File: src/rtl/punc_program_loader.sv
// Purpose: boot loader for the PUnC core. It takes a host byte stream, builds 16-bit
//   words and writes the program image. It holds cpu_rst until the trailing checksum matches.
// Latency: a data word is written one cycle after its low byte is accepted.
//   RUN or ERROR follows one cycle after the checksum low byte.
// Backpressure: in_ready is registered and depends only on state. It is 1 in
//   IDLE/ADDR/COUNT/DATA/CSUM and 0 in RUN/ERROR. It is also 0 for the first cycle after reset.
// Ports:
//   clk, rst (async active-low); in_data/in_valid/in_ready: host byte stream;
//   reload: leave RUN/ERROR; mem_w_en/mem_w_addr/mem_w_data: program memory write port;
//   cpu_rst/loaded/error/err_code: boot status; words_written: data words written in this frame.
module punc_program_loader #(
  parameter int TIMEOUT = 1024,
  parameter int CNT_W   = 11
) (
  input  logic        clk,
  input  logic        rst,
  input  logic [7:0]  in_data,
  input  logic        in_valid,
  output logic        in_ready,
  input  logic        reload,
  output logic        mem_w_en,
  output logic [15:0] mem_w_addr,
  output logic [15:0] mem_w_data,
  output logic        cpu_rst,
  output logic        loaded,
  output logic        error,
  output logic [1:0]  err_code,
  output logic [15:0] words_written
);

  typedef enum logic [2:0] {
    S_IDLE, S_ADDR, S_COUNT, S_DATA, S_CSUM, S_RUN, S_ERROR
  } state_t;

  localparam logic [1:0] ERR_NONE = 2'd0;
  localparam logic [1:0] ERR_CSUM = 2'd1;
  localparam logic [1:0] ERR_TOUT = 2'd2;

  // The last idle count that is still allowed. One more idle cycle opens the error path.
  localparam logic [CNT_W-1:0] TO_LAST = (TIMEOUT > 0) ? CNT_W'(TIMEOUT - 1) : '0;

  state_t      state_q, state_d;
  logic        lo_q, lo_d;            // 1: the next byte is the low byte of the current word
  logic [7:0]  hi_byte_q, hi_byte_d;
  logic [15:0] start_addr_q, start_addr_d;
  logic [15:0] count_q, count_d;
  logic [15:0] ww_q, ww_d;
  logic [15:0] acc_q, acc_d;
  logic [CNT_W-1:0] tcnt_q, tcnt_d;
  logic [1:0]  err_code_q, err_code_d;
  logic        wen_q, wen_d;
  logic [15:0] waddr_q, waddr_d;
  logic [15:0] wdata_q, wdata_d;
  logic        in_ready_q, in_ready_d;

  logic        take;
  logic [15:0] word;
  logic        frame_open;

  assign take       = in_valid & in_ready_q;
  assign word       = {hi_byte_q, in_data};
  assign frame_open = (state_q == S_ADDR) || (state_q == S_COUNT) ||
                      (state_q == S_DATA) || (state_q == S_CSUM);

  always_comb begin
    state_d      = state_q;
    lo_d         = lo_q;
    hi_byte_d    = hi_byte_q;
    start_addr_d = start_addr_q;
    count_d      = count_q;
    ww_d         = ww_q;
    acc_d        = acc_q;
    tcnt_d       = '0;
    err_code_d   = err_code_q;
    wen_d        = 1'b0;
    waddr_d      = waddr_q;
    wdata_d      = wdata_q;

    case (state_q)
      S_IDLE: begin
        if (take) begin
          // The first byte is already the address high byte, so ADDR starts in the low phase.
          hi_byte_d = in_data;
          lo_d      = 1'b1;
          ww_d      = '0;
          acc_d     = '0;
          state_d   = S_ADDR;
        end
      end
      S_ADDR, S_COUNT, S_DATA, S_CSUM: begin
        if (take && !lo_q) begin
          hi_byte_d = in_data;
          lo_d      = 1'b1;
        end else if (take) begin
          lo_d = 1'b0;
          case (state_q)
            S_ADDR: begin
              start_addr_d = word;
              state_d      = S_COUNT;
            end
            S_COUNT: begin
              count_d = word;
              state_d = (word == 16'd0) ? S_CSUM : S_DATA;
            end
            S_DATA: begin
              wen_d   = 1'b1;
              waddr_d = start_addr_q + ww_q;   // wraps 0xFFFF -> 0x0000
              wdata_d = word;
              acc_d   = acc_q + word;
              ww_d    = ww_q + 16'd1;
              if (ww_q + 16'd1 == count_q) state_d = S_CSUM;
            end
            default: begin
              if (word == acc_q) begin
                state_d = S_RUN;
              end else begin
                state_d    = S_ERROR;
                err_code_d = ERR_CSUM;
              end
            end
          endcase
        end

        // A byte accepted in the cycle that would expire the timer clears it.
        if (TIMEOUT > 0 && !take) begin
          if (tcnt_q == TO_LAST) begin
            state_d    = S_ERROR;
            err_code_d = ERR_TOUT;
            lo_d       = 1'b0;
          end else begin
            tcnt_d = tcnt_q + 1'b1;
          end
        end
      end
      default: begin  // S_RUN, S_ERROR
        if (reload) begin
          state_d    = S_IDLE;
          lo_d       = 1'b0;
          ww_d       = '0;
          acc_d      = '0;
          err_code_d = ERR_NONE;
        end
      end
    endcase

    in_ready_d = (state_d != S_RUN) && (state_d != S_ERROR);
  end

  always_ff @(posedge clk or negedge rst) begin
    if (!rst) begin
      state_q      <= S_IDLE;
      lo_q         <= 1'b0;
      hi_byte_q    <= '0;
      start_addr_q <= '0;
      count_q      <= '0;
      ww_q         <= '0;
      acc_q        <= '0;
      tcnt_q       <= '0;
      err_code_q   <= ERR_NONE;
      wen_q        <= 1'b0;
      waddr_q      <= '0;
      wdata_q      <= '0;
      in_ready_q   <= 1'b0;
    end else begin
      state_q      <= state_d;
      lo_q         <= lo_d;
      hi_byte_q    <= hi_byte_d;
      start_addr_q <= start_addr_d;
      count_q      <= count_d;
      ww_q         <= ww_d;
      acc_q        <= acc_d;
      tcnt_q       <= frame_open ? tcnt_d : '0;
      err_code_q   <= err_code_d;
      wen_q        <= wen_d;
      waddr_q      <= waddr_d;
      wdata_q      <= wdata_d;
      in_ready_q   <= in_ready_d;
    end
  end

  assign in_ready      = in_ready_q;
  assign mem_w_en      = wen_q;
  assign mem_w_addr    = waddr_q;
  assign mem_w_data    = wdata_q;
  assign cpu_rst       = (state_q != S_RUN);
  assign loaded        = (state_q == S_RUN);
  assign error         = (state_q == S_ERROR);
  assign err_code      = err_code_q;
  assign words_written = ww_q;

endmodule

File: config.mk
export PLATFORM = sky130hd
export DESIGN_NAME = punc_program_loader
export DESIGN_NICKNAME = d
export VERILOG_FILES = /design/src/rtl/punc_program_loader.sv
export SDC_FILE = /design/constraint.sdc
export NUM_CORES = 1
export LEC_CHECK = 0
export CAP_MARGIN = 30
export CORE_MARGIN = 2
export CORE_UTILIZATION = 63
export CTS_CLUSTER_DIAMETER = 150
export DETAILED_ROUTE_END_ITERATION = 8
export PLACE_DENSITY_LB_ADDON = 0.25
export SLEW_MARGIN = 20
export SYNTH_ARGS = -nofsm -noshare
export SYNTH_HDL_FRONTEND = slang
export SYNTH_SLANG_ARGS = --single-unit
File: constraint.sdc
create_clock -name clk -period 8.25 [get_ports clk]
set_clock_uncertainty 0.1 [all_clocks]
set_input_delay 0.825 -clock clk [delete_from_list [all_inputs] [get_ports clk]]
set_output_delay 0.825 -clock clk [all_outputs]
set_load 0.1 [all_outputs]
* Yosys cells after proc, flatten, opt, wreduce, memory -nomap -nowiden
Cells that the tools add are included.
** Word-level totals
- Output and inout port bits :: 55
- Bits in read-only memories :: 0
- Word-level logic and storage cells :: 104
- Memory bits (writable) :: 0
- Bits in latches :: 0
- Flip-flop bits (word level) :: 123
- Input port bits :: 12
- Memories kept :: 0
** Cells by class
- Shifts and indexed selects :: 0
- Reductions and logical operators :: 20
- Divide/modulo/power cells :: 0
- Multiplexer cells :: 47
- $add $sub $neg :: 4
- Bitwise gates (word level) :: 3
- Multiply operators :: 0
- $lt $le $gt $ge :: 0
- Equality and inequality tests :: 17
** Operator list (count)
- 2-to-1 mux 16 bit :: 8
- case mux 16 bit (2 select lines) :: 2
- 2-to-1 mux 11 bit :: 4
- adder 16 bit :: 2
- == test 16 bit :: 2
- 2-to-1 mux 3 bit :: 8
- adder 16 x 1 -> 16 bit, second input constant :: 1
- logical NOT 16 bit :: 1
- 2-to-1 mux 2 bit :: 8
- 2-to-1 mux 8 bit :: 2
- case mux 8 bit (2 select lines) :: 1
- AND reduction 4 bit :: 3
- adder 11 x 1 -> 11 bit, second input constant :: 1
- == test 11 x 10 -> 1 bit, second input constant :: 1
- 2-to-1 mux 1 bit :: 10
- inequality test 2 bit, second input constant :: 5
- == test 3 bit, second input constant :: 3
- inequality test 3 bit, second input constant :: 3
- case mux 3 bit (3 select lines) :: 1
- == test 3 x 2 -> 1 bit, second input constant :: 2
- case mux 3 bit (2 select lines) :: 1
- AND reduction 5 bit :: 1
- case mux 2 bit (2 select lines) :: 1
- AND reduction 2 bit :: 2
- other kinds (13) :: 18

* Longest topological paths before layout
- Depth after elaboration :: 11
- Gate-level depth with buffers :: 11

* Worst setup path before layout
OpenSTA, ideal clock, no wires.
- Path type :: flip-flop to output port
- Start :: reg state_q[2]
- End :: out loaded
- Data required time :: 7325 ps
- Arrival time :: 2669 ps
- Path slack :: 4656 ps
- Path buffers :: 2
- Stages on the path, launching flop included :: 5
- Path through :: dfrtp_1 > clkbuf_1 > clkbuf_1 > nand3b_1 > inv_1
** Between the ends
- Longest elaborated chain between the ends :: 1
** RTL lines
- from (decl) :: line 42 : state_t state_q, state_d;
- from (signal assigned) :: line 165 : state_q <= state_d;
- == test 3 bit :: line 186 : assign loaded = (state_q == S_RUN);
- to (decl) :: line 25 : output logic loaded,
Every way passes these cells.

* Worst setup path in the final report
Same ends and word-level chain as after synthesis.

==> flow_metrics.env <==
export IMPL_status="complete, no violations"
export IMPL_drv_slew=0
export IMPL_tritoncts="done"
export IMPL_synth_distinct_cells=75
export IMPL_final_common_cell="dfrtp_1"
export IMPL_crit_fanout=17
export IMPL_clk_insertion_delay_late_ns=0.42
export IMPL_final_nets=815
export IMPL_drc=0
export IMPL_fillerInstances=775
export IMPL_criticalPathCategory="reg2out"
export IMPL_fp_dieW_um=110.2
export IMPL_fin_crit_ns=3.528
export IMPL_fmax_mhz=283.5
export IMPL_start_util_pct=64.94
export IMPL_syn_nets=755
export IMPL_min_path_type="in2async"
export IMPL_drt_total_wl_um=17410
export IMPL_clk_pin_slew_ns=0.06
export IMPL_ys_warn_count=0
export IMPL_p_per_area_nw_per_um2=427.8
export IMPL_postCtsSetupRepairBufs=0
export IMPL_ys_ff_latch=123
export IMPL_yosysSeqAreaShare_pct=43.34
export IMPL_fp_coreArea_um2=10940
export IMPL_drt_initial_drc_count=514
export IMPL_dr_pass1_iters=5
export IMPL_cts_sinks=123
export IMPL_area_growth_pct=18.57
export IMPL_vias_per_cell=6.295
export IMPL_critical_path_arrival_ns=2.60
export IMPL_syn_area_um2=7102
export IMPL_start_kind="flop"
export IMPL_async_flop_share_pct=100.0
export IMPL_cts_root_buf="clkbuf_16"
export IMPL_yosysTopAreaCell="dfrtp_1"
export IMPL_grt_pass1_vias=5744
export IMPL_avgSynthCellArea_um2=10.04
export IMPL_dp_hpwl_um=11660
export IMPL_ant_nets=0
export IMPL_multi_input_area_um2=3805
export IMPL_io_buffer_count=66
export IMPL_chipHeight_um=110.2
export IMPL_grt_use_total_pct=30.41
export IMPL_grt_max_degree=74
export IMPL_report_final_setup_viol=0
export IMPL_hold_buffers=0
export IMPL_synth_edff_count=0
export IMPL_layout_common_cells="dfrtp_1 (123), nand2_1 (66), clkdlybuf4s50_1 (65)"
export IMPL_num_vias=5791
export IMPL_cts_resized=0
export IMPL_io_pins=67
export IMPL_dieArea_um2=12140
export IMPL_hold_viol=0
export IMPL_worstPathRequired_ns=7.32
export IMPL_clock_path_buffers=2
export IMPL_synth_top_area_share_pct=43.34
export IMPL_placed_area_um2=7825
export IMPL_drive_above_1_share_pct=15.26
export IMPL_antenna_found_initial=0
export IMPL_period_share_pct=42.76
export IMPL_grt_pass1_wl_um=28160
export IMPL_p_leak_nw=3.630
export IMPL_synth_area_leaders="dfrtp_1 (43%), mux2_2 (8.7%), ha_1 (6.0%)"
export IMPL_antenna_cells=0
export IMPL_seq_area_um2=3078
export IMPL_max_slew_margin_pct=34.08
export IMPL_cap_violations=0
export IMPL_worst_setup_path_end_kind="output pin"
export IMPL_cts_buffers=17
export IMPL_rsz0062_at_grt="false"
export IMPL_wl_per_cell_um=18.93
export IMPL_grt_ovfl_total=0
export IMPL_num_rows=38
export IMPL_fin_tns_setup_ns=0
export IMPL_fin_area_um2=8421
export IMPL_place_gp_congestion=0.9343
export IMPL_htreeDepth=4
export IMPL_ir_drop_mv=0.3453
export IMPL_syn_inst=707
export IMPL_synth_flop_cell="dfrtp_1"
export IMPL_worstMarginPinSlew_ns=0.9857
## routing by layer
metal  vias to the layer above  global-route usage (%)  wire length [um]
met3                        45                   6.643              1045
met1                      2843                   38.90              7395
li1                       2674                       -                 -
met5                         -                       0                 0
met4                         0                   11.16               459
met2                       229                   50.92              8513
## sequential cells by signal (all words and copies together), names as in the netlist, 2 cells and up
name,flops
tcnt_q,11
start_addr_q,16
mem_w_data,16
words_written,16
state_q,3
hi_byte_q,8
count_q,16
err_code,2
mem_w_addr,16
acc_q,16
## report_power, final
part | switching [mW] | internal [mW] | leakage, nW | total (mW)
Sequential | 0.224 | 0.828 | 1.56 | 1.05
Combinational | 1.22 | 0.632 | 1.81 | 1.85
Clock | 0.289 | 0.412 | 0.261 | 0.700
Total | 1.73 | 1.87 | 3.63 | 3.60
## worst paths after layout
kind | to | start | slack [ns] | depth (start not counted)
min in group clk | mem_w_addr[6] | mem_w_addr[6] | 0.38 | 2
min | count_q[6] | rst | 0.15 | 1
max reg2reg | in_ready | words_written[0] | 5.00 | 9
min reg2reg | mem_w_addr[6] | mem_w_addr[6] | 0.38 | 2
max in group asynchronous | mem_w_data[12] | rst | 7.00 | 2
max | loaded | state_q[2] | 4.72 | 3
## layout make-up
type / count / area share (%)
clock buffer: 17 / 5.052
clock inverter: 15 / 1.516
inverter: 19 / 0.8470
multi-input combinational: 533 / 45.19
sequential: 123 / 36.55
tap: 140 / 2.080
timing repair buffer: 73 / 8.767
## worst max-delay path, stage by stage, from the launching register on
cell and delay (ns):
dfrtp_1 0.75, nand3b_1 0.20, inv_1 0.09, clkdlybuf4s50_1 1.12
## metrics by stage
stage                     util [%]  hold WS (ns)  instances  total power, mW  worst slack [ns]
after floorplan                  -        0.3526        707            2.440             4.656
after global placement       71.49        0.3599        885            2.806             3.876
after detailed placement     71.56        0.3701        886            2.873             3.769
after CTS                    76.61        0.3828        918            3.589             4.156
after global routing         77.00        0.1575        920            3.783             4.659
final                        77.00        0.1544        920            3.602             4.722
## cell usage after synthesis (5+ instances only)
cell type,count
a21o_1,5
or3_1,5
mux2_2,55
o21ai_0,56
xor2_1,29
nand4_1,8
and3_1,12
nor2b_1,5
a21oi_1,31
dfrtp_1,123
nand2_1,66
inv_1,17
nand3_1,16
mux2i_1,5
o21ai_1,11
nor2_1,43
xnor2_1,29
a211oi_1,9
nor3_1,16
and2_1,5
a31oi_1,6
o31ai_1,7
clkbuf_1,20
nor4_1,10
ha_1,34
## cells by family after synthesis
group / count (synthesis) / share of synthesized area [%]
and+or+nand+nor: 218 / 16.00
muxes: 60 / 9.426
buffers and inverters: 51 / 3.383
xor gates and xnor gates: 58 / 7.153
AOI/OAI and AO/OA: 160 / 14.01
adders and majority gates: 37 / 6.695
DFF: 123 / 43.34
(Power assumes the default switching activity.)
